### config.mk
export PLATFORM = sky130hd
export DESIGN_NAME = md_iter_unit
export DESIGN_NICKNAME = d
export VERILOG_FILES = /design/src/rtl/md_pkg.sv /design/src/rtl/md_sign_adjust.sv /design/src/rtl/md_iter_unit.sv
export SDC_FILE = /design/constraint.sdc
export NUM_CORES = 1
export LEC_CHECK = 0
export CAP_MARGIN = 10
export CORE_ASPECT_RATIO = 0.9
export CORE_MARGIN = 3
export CORE_UTILIZATION = 48
export CTS_CLUSTER_SIZE = 16
export DETAILED_ROUTE_END_ITERATION = 6
export PLACE_DENSITY_LB_ADDON = 0.05
export RECOVER_POWER = 50
export SYNTH_ARGS = -nofsm -noshare
export SYNTH_HDL_FRONTEND = slang
export SYNTH_SLANG_ARGS = --single-unit
### constraint.sdc
create_clock -name clk -period 10.6 [get_ports clk]
set_input_delay 2.65 -clock clk [delete_from_list [all_inputs] [get_ports clk]]
set_output_delay 2.65 -clock clk [all_outputs]
set_load 0.01 [all_outputs]
### src/rtl/md_pkg.sv
// md_pkg: shared state encoding and constants for the iterative multiply/divide unit.
package md_pkg;
    localparam int MD_W = 32;
    typedef enum logic [1:0] {MD_IDLE, MD_MUL, MD_DIV, MD_DONE} md_state_e;
    localparam logic [63:0] MD_DIVZ_Q = '1;
endpackage

### src/rtl/md_sign_adjust.sv
// md_sign_adjust: conditional two's-complement negate (abs on entry, sign fix on exit).
module md_sign_adjust import md_pkg::*; #(
    parameter int W = MD_W
) (
    input  logic [W-1:0] val,
    input  logic         neg,
    output logic [W-1:0] out
);
    assign out = neg ? -val : val;
endmodule

### src/rtl/md_iter_unit.sv
// md_iter_unit: iterative MIPS multiply/divide; shift-add multiply, restoring divide.
// MD_FAST_MUL_EN: single-cycle W x W multiply instead of the iterative shift-add.
module md_iter_unit import md_pkg::*; #(
    parameter int W     = MD_W,
    parameter int CNT_W = 6
) (
    input  logic           clk,
    input  logic           resetn,
    input  logic           mult_en,
    input  logic           div_en,
    input  logic           is_signed,
    input  logic [W-1:0]   src1,
    input  logic [W-1:0]   src2,
    input  logic           flush,
    output logic           busy,
    output logic           complete,
    output logic [2*W-1:0] result,
    output logic           div_by_zero
);
`ifdef MD_FAST_MUL_EN
    localparam bit FAST = 1'b1;
`else
    localparam bit FAST = 1'b0;
`endif
    md_state_e        state, state_nxt;
    logic [CNT_W-1:0] cnt;
    logic [W-1:0]     a, b, a_abs, b_abs, rem, rem_nxt, rem_fix;
    logic [2*W-1:0]   p, p_mul, res_in, res_fix;
    logic [W-1:0]     dq_nxt;
    logic [W:0]       shl;
    logic [W+1:0]     trial;
    logic             sdiff, sdvd, dz, last, start, res_neg;
    md_sign_adjust #(.W(W)) u_abs1 (.val(src1), .neg(is_signed & src1[W-1]), .out(a_abs));
    md_sign_adjust #(.W(W)) u_abs2 (.val(src2), .neg(is_signed & src2[W-1]), .out(b_abs));
    md_sign_adjust #(.W(2*W)) u_fix (.val(res_in), .neg(res_neg), .out(res_fix));
    md_sign_adjust #(.W(W)) u_rem (.val(rem_nxt), .neg(sdvd), .out(rem_fix));
`ifdef MD_FAST_MUL_EN
    assign p_mul = {{W{1'b0}}, a} * {{W{1'b0}}, b};
`else
    logic [W:0] sum;
    assign sum   = {1'b0, p[2*W-1:W]} + (p[0] ? {1'b0, a} : '0);
    assign p_mul = {sum, p[W-1:1]};
`endif
    always_comb begin
        start       = (mult_en | div_en) & ~flush;
        last        = cnt == CNT_W'(W-1);
        busy        = state == MD_MUL || state == MD_DIV || (state == MD_IDLE && start);
        complete    = state == MD_DONE;
        div_by_zero = complete & dz;
        shl         = {rem, p[W-1]};
        trial       = {1'b0, shl} - {2'b0, b};
        rem_nxt     = trial[W+1] ? shl[W-1:0] : trial[W-1:0];
        dq_nxt      = {p[W-2:0], ~trial[W+1]};
        res_in      = state == MD_MUL ? p_mul : {{W{1'b0}}, dq_nxt};
        // a zero divisor keeps the all-ones quotient; remainder returns to src1 naturally
        res_neg     = sdiff & (state == MD_MUL || !dz);
        state_nxt   = flush ? MD_IDLE :
                      state == MD_IDLE ? (start ? (div_en ? MD_DIV : MD_MUL) : MD_IDLE) :
                      state == MD_DONE ? MD_IDLE :
                      (last || (FAST && state == MD_MUL)) ? MD_DONE : state;
    end
    always_ff @(posedge clk or negedge resetn)
        if (!resetn) state <= MD_IDLE;
        else state <= state_nxt;
    always_ff @(posedge clk or negedge resetn) begin
        if (!resetn) begin
            cnt    <= '0;
            a      <= '0;
            b      <= '0;
            p      <= '0;
            rem    <= '0;
            sdiff  <= 1'b0;
            sdvd   <= 1'b0;
            dz     <= 1'b0;
            result <= '0;
        end else begin
            case (state)
                MD_IDLE: if (start) begin
                    a     <= a_abs;
                    b     <= b_abs;
                    p     <= {{W{1'b0}}, div_en ? a_abs : b_abs};
                    rem   <= '0;
                    cnt   <= '0;
                    sdiff <= is_signed & (src1[W-1] ^ src2[W-1]);
                    sdvd  <= is_signed & src1[W-1];
                    dz    <= div_en && src2 == '0;
                end
                MD_MUL: begin
                    p   <= p_mul;
                    cnt <= cnt + 1'b1;
                    if ((last || FAST) && !flush) result <= res_fix;
                end
                MD_DIV: begin
                    p   <= {p[2*W-1:W], dq_nxt};
                    rem <= rem_nxt;
                    cnt <= cnt + 1'b1;
                    if (last && !flush) result <= {rem_fix, res_fix[W-1:0]};
                end
                default: ;
            endcase
        end
    end
endmodule

; Word level (Yosys, flattened, before mapping)
; Cells that the tools add are included.
[totals]
output_inout_bits = 67
regBits = 235
input_bits = 70
[op_classes]
n_addsub = 7
n_reduce_logical = 23
bitwise_logic = 11
muxes = 23
eq_ne = 7
[op_table]
columns = operator, n
row1 = $mux W64, 5
row2 = $mux W32, 7
row3 = $pmux W64 S3, 1
row4 = $pmux W64 S2, 1
row5 = $neg A32 Y32, 3
row6 = $neg A64 Y64, 1
row7 = $pmux W32 S2, 1
row8 = $sub A33 B32 Y34, 1
row9 = $add A32 B32 Y33, 1
row10 = $logic_not A32 Y1, 1
row11 = $mux W2, 6
row12 = $pmux W6 S2, 1
row13 = $reduce_and A2 Y1, 4
row14 = $reduce_bool A2 Y1, 4
row15 = $add A6 B1 Y6 const B, 1
row16 = $and A1 B1 Y1, 6
row17 = $eq A6 B5 Y1 const B, 1
row18 = $mux W6, 1
row19 = $reduce_and A3 Y1, 2
row20 = $eq A2 B2 Y1 const B, 2
row21 = $ne A2 B1 Y1 const B, 2
row22 = $reduce_bool A4 Y1, 1
row23 = $logic_and A1 B1 Y1, 3
row24 = $logic_or A1 B1 Y1, 3
row25 = 9 further kinds, 12

; Depth between registers and ports, before layout
[logic_depth]
word_depth = 7
mapped_depth = 24
mapped_depth_nobuf = 21

; By module
; Synthesis repeated with hierarchy kept, for this count alone.
[hier_totals]
cells_unflattened = 2072
hier_area_um2 = 18200.0
[modules_own_cells]
columns = mod, area_per_inst_um2, instances, cells_per_inst, seq_area_each_um2
row1 = md_iter_unit, 14445.1, 1, 1550, 5880.6
row2 = md_sign_adjust (u_abs1 ...), 767.0, 3, 108, 0.0
row3 = md_sign_adjust (u_fix), 1453.9, 1, 198, 0.0

; Least setup slack after synthesis
; Ideal clock, no wire load.
[synth_timing]
path_kind = input-to-output
from = input port div_en
to = output port busy
cell_stages = 6
required_ns = 7.950
path_buffers = 3
arrival_time_ns = 4.002
setup_slack_ns = 3.948
path_cell_list = o21bai_1 or2_2 clkbuf_1 clkbuf_1 buf_1 nand2_1
[synth_via]
elab_chain_cells = 4
[synth_rtl]
columns = element, line_no
row1 = "start, declared", md_iter_unit.sv:10  ; input logic div_en,
row2 = $or A1 B1 Y1, md_iter_unit.sv:45  ; start = (mult_en | div_en) & ~flush;
row3 = $and A1 B1 Y1, md_iter_unit.sv:45
row4 = $logic_and A1 B1 Y1, md_iter_unit.sv:47  ; busy = state == MD_MUL || state == MD_DIV || (state == MD_IDLE && start);
row5 = $logic_or A1 B1 Y1, md_iter_unit.sv:47
row6 = "end, declared", md_iter_unit.sv:15  ; output logic busy,
; Every way passes these cells.

; Worst setup path after layout
; Same ends and word-level chain as after synthesis.

==> flow_metrics.env <==
export IMPL_syn_to_final_growth_pct=12.8
export IMPL_post_dp_hpwl_um=54800
export IMPL_ys_seq_area_share_pct=30.3
export IMPL_vias=19100
export IMPL_drive_gt1_share_pct=5.19
export IMPL_total_power_w=0.00365
export IMPL_fin_nets=2646
export IMPL_outcome="finished with violations"
export IMPL_grt_pass1_wl_um=108000
export IMPL_track_usage_pct=32.4
export IMPL_design_area_mm2=0.0219
export IMPL_rsz0062_at_grt="false"
export IMPL_syn_avg_cell_area_um2=7.82
export IMPL_share_seq_of_total_power_pct=35.0
export IMPL_synth_edf_count=0
export IMPL_netlist_area_mm2=0.0194
export IMPL_h_tree_depth=1
export IMPL_n_antenna_cell=0
export IMPL_timing_fmax_ghz=0.117
export IMPL_synth_nets=2624
export IMPL_overflow=0
export IMPL_path_clk_slew_ns=0.06
export IMPL_synth_cells=2479
export IMPL_report_final_slew_viol_count=155
export IMPL_rows=69
export IMPL_grt_max_degree=132
export IMPL_chipWidth_um=218
export IMPL_hold_path_depth=2
export IMPL_fin_skew_ns=0.0215
export IMPL_ant_nets=0
export IMPL_fillers=3817
export IMPL_cts_buffers=27
export IMPL_power_frac_comb_pct=37.8
export IMPL_pwr_share_clk_pct=27.3
export IMPL_antenna_found_initial=0
export IMPL_coreArea_mm2=0.0397
export IMPL_io_buffers=136
export IMPL_reg2reg_depth=20
export IMPL_synth_cell_types=105
export IMPL_gp_congestion=0.951
export IMPL_cts_setup_buffers=0
export IMPL_hold_violations=0
export IMPL_cp_arrival_ns=5.90
export IMPL_start_util_pct=48.8
export IMPL_yosys_most_used_dff="dfrtp_1"
export IMPL_cts_hold_buf=0
export IMPL_p_int_w=0.00219
export IMPL_setup_ws_ns=2.05
export IMPL_cts_resized=0
export IMPL_endpoint_kind="primary output"
export IMPL_cp_data_required_time_ns=7.95
export IMPL_setup_viol=0
export IMPL_placed_area_mm2=0.0210
export IMPL_cts_tree="built"
export IMPL_tns_ns=0
export IMPL_fin_crit_ns=8.55
export IMPL_power_switching_w=0.00146
export IMPL_grt_pass1_vias=17600
export IMPL_clock_latency_ns=0.57
export IMPL_ys_seq_elements=235
export IMPL_viasPerCell=6.26
export IMPL_worst_pin_slew_ns=6.08
export IMPL_drcViolationCount=0
export IMPL_io_pins=137
export IMPL_start_kind="primary input"
export IMPL_p_leak_nw=9.00
export IMPL_post_route_period_util_pct=80.7
export IMPL_switching_share_pct=40.0
export IMPL_clockRootBuffer="clkbuf_16"
export IMPL_violations="max-capacitance violations, max-slew violations"
export IMPL_clock_sinks=235
export IMPL_drtIter0Drc=2118
export IMPL_hold_path_class="reg -> reg"
export IMPL_slew_headroom_pct=-305
export IMPL_drt_pass1_iterations=5
export IMPL_avgRoutedWirePerCell_um=23.1
export IMPL_die_y_um=197
export IMPL_crit_type="in -> out"
export IMPL_die_area_mm2=0.0429
export IMPL_clockBufferDepth=3
export IMPL_path_max_fanout=70
export IMPL_route_final_wire_length_um=70500
export IMPL_async_reset_ff_share_pct=100
export IMPL_peakVddDrop_mv=0.143
export IMPL_power_density_mw_per_mm2=167
export IMPL_yosysWarnings=0
export IMPL_place_ws_ns=3.05
export IMPL_maxCapViolCount=2
kinds of logic (layout without fill, tap and decap cells):
group	count (synthesis)	in the layout	share of synthesized area (%)
AO/OA/AOI/OAI	795	795	26.2
AND/OR/NAND/NOR	877	877	21.3
adder cells (fa/ha/maj)	75	75	4.92
flip-flops	235	235	30.3
XOR/XNOR	172	172	7.81
multiplexers	85	85	4.51
buffers and inverters	240	283	4.96
layout make-up:
cell class | count | area, um2 | share of cell area [%]
clock buffer | 32 | 714 | 3.26
clock inverter | 18 | 211 | 0.966
inverter | 74 | 278 | 1.27
multi-input combinational | 2004 | 12600 | 57.6
sequential | 235 | 5880 | 26.9
tap | 532 | 666 | 3.04
timing repair buffer | 159 | 1530 | 7.01
final timing paths:
path	from	endpoint	slack, ns
setup / recovery	div_en	busy	2.05
hold / removal	result[42]$_DFFE_PN0P_	result[42]$_DFFE_PN0P_	0.47
setup reg to reg	rem[5]$_DFFE_PN0P_	result[34]$_DFFE_PN0P_	4.32
hold reg to reg	result[42]$_DFFE_PN0P_	result[42]$_DFFE_PN0P_	0.47
max in group asynchronous	resetn	rem[17]$_DFFE_PN0P_	2.83
min in group asynchronous	resetn	p[56]$_DFFE_PN0P_	4.31
power groups by stage:
stage	clock, W	combinational, W	sequential, W
after floorplan	0	0.000792	0.00124
after global placement	0	0.00135	0.00128
after detailed placement	0	0.00137	0.00129
after CTS	0.00101	0.00138	0.00127
after global routing	0.00105	0.00150	0.00130
final	0.000997	0.00138	0.00128
placed cells by master, fill, tap and decap left out, drive strengths merged, types with 9 or more instances in the layout:
cell           Yosys  routed
nand2            369     369
o21ai            295     295
dfrtp            235     235
nor2             177     177
a21oi            172     172
clkdlybuf4s50      0     104
xor2              90      90
xnor2             82      82
mux2i             76      76
inv               74      76
ha                73      73
nor3              63      63
and2              47      47
a31oi             45      45
nand3             41      41
a211oi            40      40
clkbuf           122      34
dlygate4sd3        0      30
o31ai             28      28
nand4             26      26
a22o              26      26
nor4              26      26
a21o              23      23
nand2b            23      23
buf               44      23
o211ai            21      21
a22oi             18      18
or3               17      17
and3              15      15
o21a              14      14
nor3b             14      14
nor2b             13      13
o21bai            13      13
or2               12      12
a221o             10      10
mux2               9       9
a221oi             9       9
metal layers:
| metal | track usage [%] | wire, um |
|---|---|---|
| met4 | 7.95 | 1940 |
| met3 | 6.30 | 6910 |
| met5 | 0 | 0 |
| met2 | 44.2 | 27500 |
| met1 | 51.7 | 34100 |
through the flow:
step           utilization, %  hold WS, ns  instances
2_1_floorplan               -        0.442       2479
3_3_place_gp             52.8        0.455       3004
5_1_grt                  55.1        0.501       3054
3_5_place_dp             52.8        0.466       3004
4_1_cts                  55.1        0.480       3054
6_report                 55.1        0.473       3054
critical path, stage by stage:
cell and delay [ns]:
clkbuf_1 1.45, o21bai_1 0.48, or2_4 0.60, nand2_1 0.17
clkdlybuf4s50_1 0.55
cell usage after synthesis (8+ instances only):
| library cell | count | area share (%) |
|---|---|---|
| mux2_2 | 9 | 0.52 |
| nand4_1 | 26 | 0.84 |
| inv_1 | 74 | 1.4 |
| o211ai_1 | 20 | 0.77 |
| o31ai_1 | 25 | 0.97 |
| a211oi_1 | 39 | 1.5 |
| o21bai_1 | 13 | 0.50 |
| ha_1 | 73 | 4.7 |
| a21o_1 | 22 | 0.85 |
| a31oi_1 | 44 | 1.4 |
| or3_1 | 17 | 0.55 |
| mux2i_1 | 75 | 3.9 |
| or2_2 | 8 | 0.26 |
| dfrtp_1 | 235 | 30 |
| xor2_1 | 89 | 4.0 |
| a21oi_1 | 168 | 4.3 |
| o21ai_0 | 283 | 7.3 |
| nor2b_1 | 13 | 0.42 |
| o21a_1 | 13 | 0.50 |
| buf_2 | 17 | 0.44 |
| nor4_1 | 25 | 0.81 |
| a22o_1 | 26 | 1.2 |
| nor2_1 | 175 | 3.4 |
| xnor2_1 | 82 | 3.7 |
| nor3_1 | 63 | 1.6 |
| buf_1 | 20 | 0.39 |
| and3_1 | 15 | 0.48 |
| nand2b_1 | 23 | 0.74 |
| nand3_1 | 40 | 1.0 |
| and2_1 | 45 | 1.5 |
| nor3b_1 | 13 | 0.50 |
| o21ai_1 | 8 | 0.21 |
| nand2_1 | 367 | 7.1 |
| a221o_1 | 10 | 0.52 |
| clkbuf_1 | 117 | 2.3 |
| a22oi_1 | 18 | 0.70 |
flip-flops by register name, indices dropped and copies added, names as in the netlist:
name and count:
dz 1, state 2, rem 32, sdiff 1, p 64, a 32, b 32, sdvd 1
result 64, cnt 6
No activity file was read; power rests on OpenSTA's default activity.
==> variant (same flow settings) <==
Make the reset (`resetn`) synchronous in 2 clocked blocks.
--- a/src/rtl/md_iter_unit.sv
+++ b/src/rtl/md_iter_unit.sv
@@ -59,10 +59,10 @@
                       state == MD_DONE ? MD_IDLE :
                       (last || (FAST && state == MD_MUL)) ? MD_DONE : state;
     end
-    always_ff @(posedge clk or negedge resetn)
+    always_ff @(posedge clk)
         if (!resetn) state <= MD_IDLE;
         else state <= state_nxt;
-    always_ff @(posedge clk or negedge resetn) begin
+    always_ff @(posedge clk) begin
         if (!resetn) begin
             cnt    <= '0;
             a      <= '0;
Behaviour: differs if resetn is asserted again (counterexample within 4 cycles, from zero or initial values and one cycle with resetn low); with resetn held inactive, the same outputs for 10 cycles.
==> variant against the original RTL <==
The flow still finishes with violations (max-capacitance violations, max-slew violations). Critical path depth stayed put. Register-to-register slack better by 210 ps. Synthesized cell count is 1.5% higher. Core utilization is 0.58 points higher. Worst setup slack worse by 400 ps. Routed wire length hardly changed. Fmax is 4.5% lower. Count of clock-buffer cells in the layout is 9 higher. Sequential cell count stayed put. Synthesized area is 4.7% lower. Global-route usage is 1.2 points higher. Design area is 4.2% lower.
Power is not compared: it rests on default switching activity, and its combinational part moved more than twofold at a synthesized area within 25%.
==> variant: results (changes against the original RTL) <==
Finish
  – # nets final: 2687 (+1.5%)
  – Portion of the layout cell area used by non-clock buffers: 7.25% (+0.24 points)
  – Proportion of cell area spent on the clock network: 4.59% (+0.36 points)
  – Sequential cell area: 4700 µm² (-20%)
  – Count of non-CTS inverters in the layout: 79 (+6.8%)
  – Multi-input gates: 2039 (+1.7%)
  – Share of post-route cells with drive strength above 1: 5.74% (+0.55 points)
  – Count of antenna diodes in the layout: 1 (+1)

Global routing
  – First-pass GRT wire length: 106000 µm (-1.3%)
  – Number of global-route vias before repair: 17200 (-1.8%)
  – Met3 GRT Util: 5.86% (-0.44 points)
  – GR Layer Usage met1: 52.0% (+0.33 points)

Synth
  – Synth top cells by count: sky130_fd_sc_hd__nor2_1 (357), sky130_fd_sc_hd__nand2_1 (254), sky130_fd_sc_hd__dfxtp_1 (235)
  – Prevailing post-synth register cell: sky130_fd_sc_hd__dfxtp_1
  – Post-synthesis instance total: 2517 (+1.5%)
  – Synth async-reset ratio: 0% (-100 points)
  – Number of library cell types mapped by synthesis: 106 (+0.95%)

Hold path
  – Worst Hold Launch: result[22]
  – Worst Hold Endpoint: result[22]

Run status
  – Run status: finished with violations
  – Failing checks: max-capacitance violations, max-slew violations

Critical path
  – Count of cells along the worst register-to-register path: 18 (-10%)
  – Slowest Stage Delay on Critical Path: 1580 ps (+130 ps)
  – Endpoint of the worst-slack reg-to-reg timing path: result[52]

Place
  – Global placer's final weighted congestion: 0.956 (+0.55%)
  – Worst slack, placed: 2910 ps (-138 ps)
  – Instance count after placement with tap cells included: 2995 (-0.30%)
  – Dpl hpwl: 53900 µm (-1.6%)
  – Total cell area at the placement stage: 20000 µm² (-4.6%)

Drt
  – Detailed router's first-iteration violation count: 2258 (+6.6%)
  – Routed met2 length: 27700 µm (+0.93%)
  – Aggregate routed wire length: 70500 µm (about the same)
  – Detailed-route vias per instance: 6.28 (+0.32%)
  – Total vias in the final route: 19100 (+0.026%)

STA
  – Max Clock Skew: 18.0 ps (-3.53 ps)
  – Final-layout worst hold slack: 449 ps (-23.4 ps)
  – Final slew viol count: 269 (+74%)

Clock network
  – Clock buffer count from CTS: 28 (+3.7%)

Flow run
  – Number of max-cap violations: 4 (+2)

Floorplan
  – Floorplan die area: 40900 µm² (-4.6%)
variant: cell count changes after synthesis, sizes merged, moves of 22 or more:
| cell | unedited run | this run |
|---|---|---|
| a21oi | 172 | 228 |
| a22oi | 18 | 55 |
| dfrtp | 235 | 0 |
| o21ai | 295 | 123 |
| xor2 | 90 | 68 |
| nor3 | 63 | 91 |
| nand2 | 369 | 257 |
| a211oi | 40 | 109 |
| dfxtp | 0 | 235 |
| nor2 | 177 | 360 |
variant: cells by family (layout without fill, tap and decap cells):
family                   count (synthesis)  after routing  synth area share (%)
AND/OR/NAND/NOR                        950            950                  23.9
buffers and inverters                  243            287                  5.31
multiplexers                            71             71                  3.89
other                                    0              1                     0
XOR/XNOR                               168            168                  7.96
flip-flops                             235            235                  25.5
adder cells (fa/ha/maj)                 75             75                  5.16
AO/OA/AOI/OAI                          775            775                  28.3
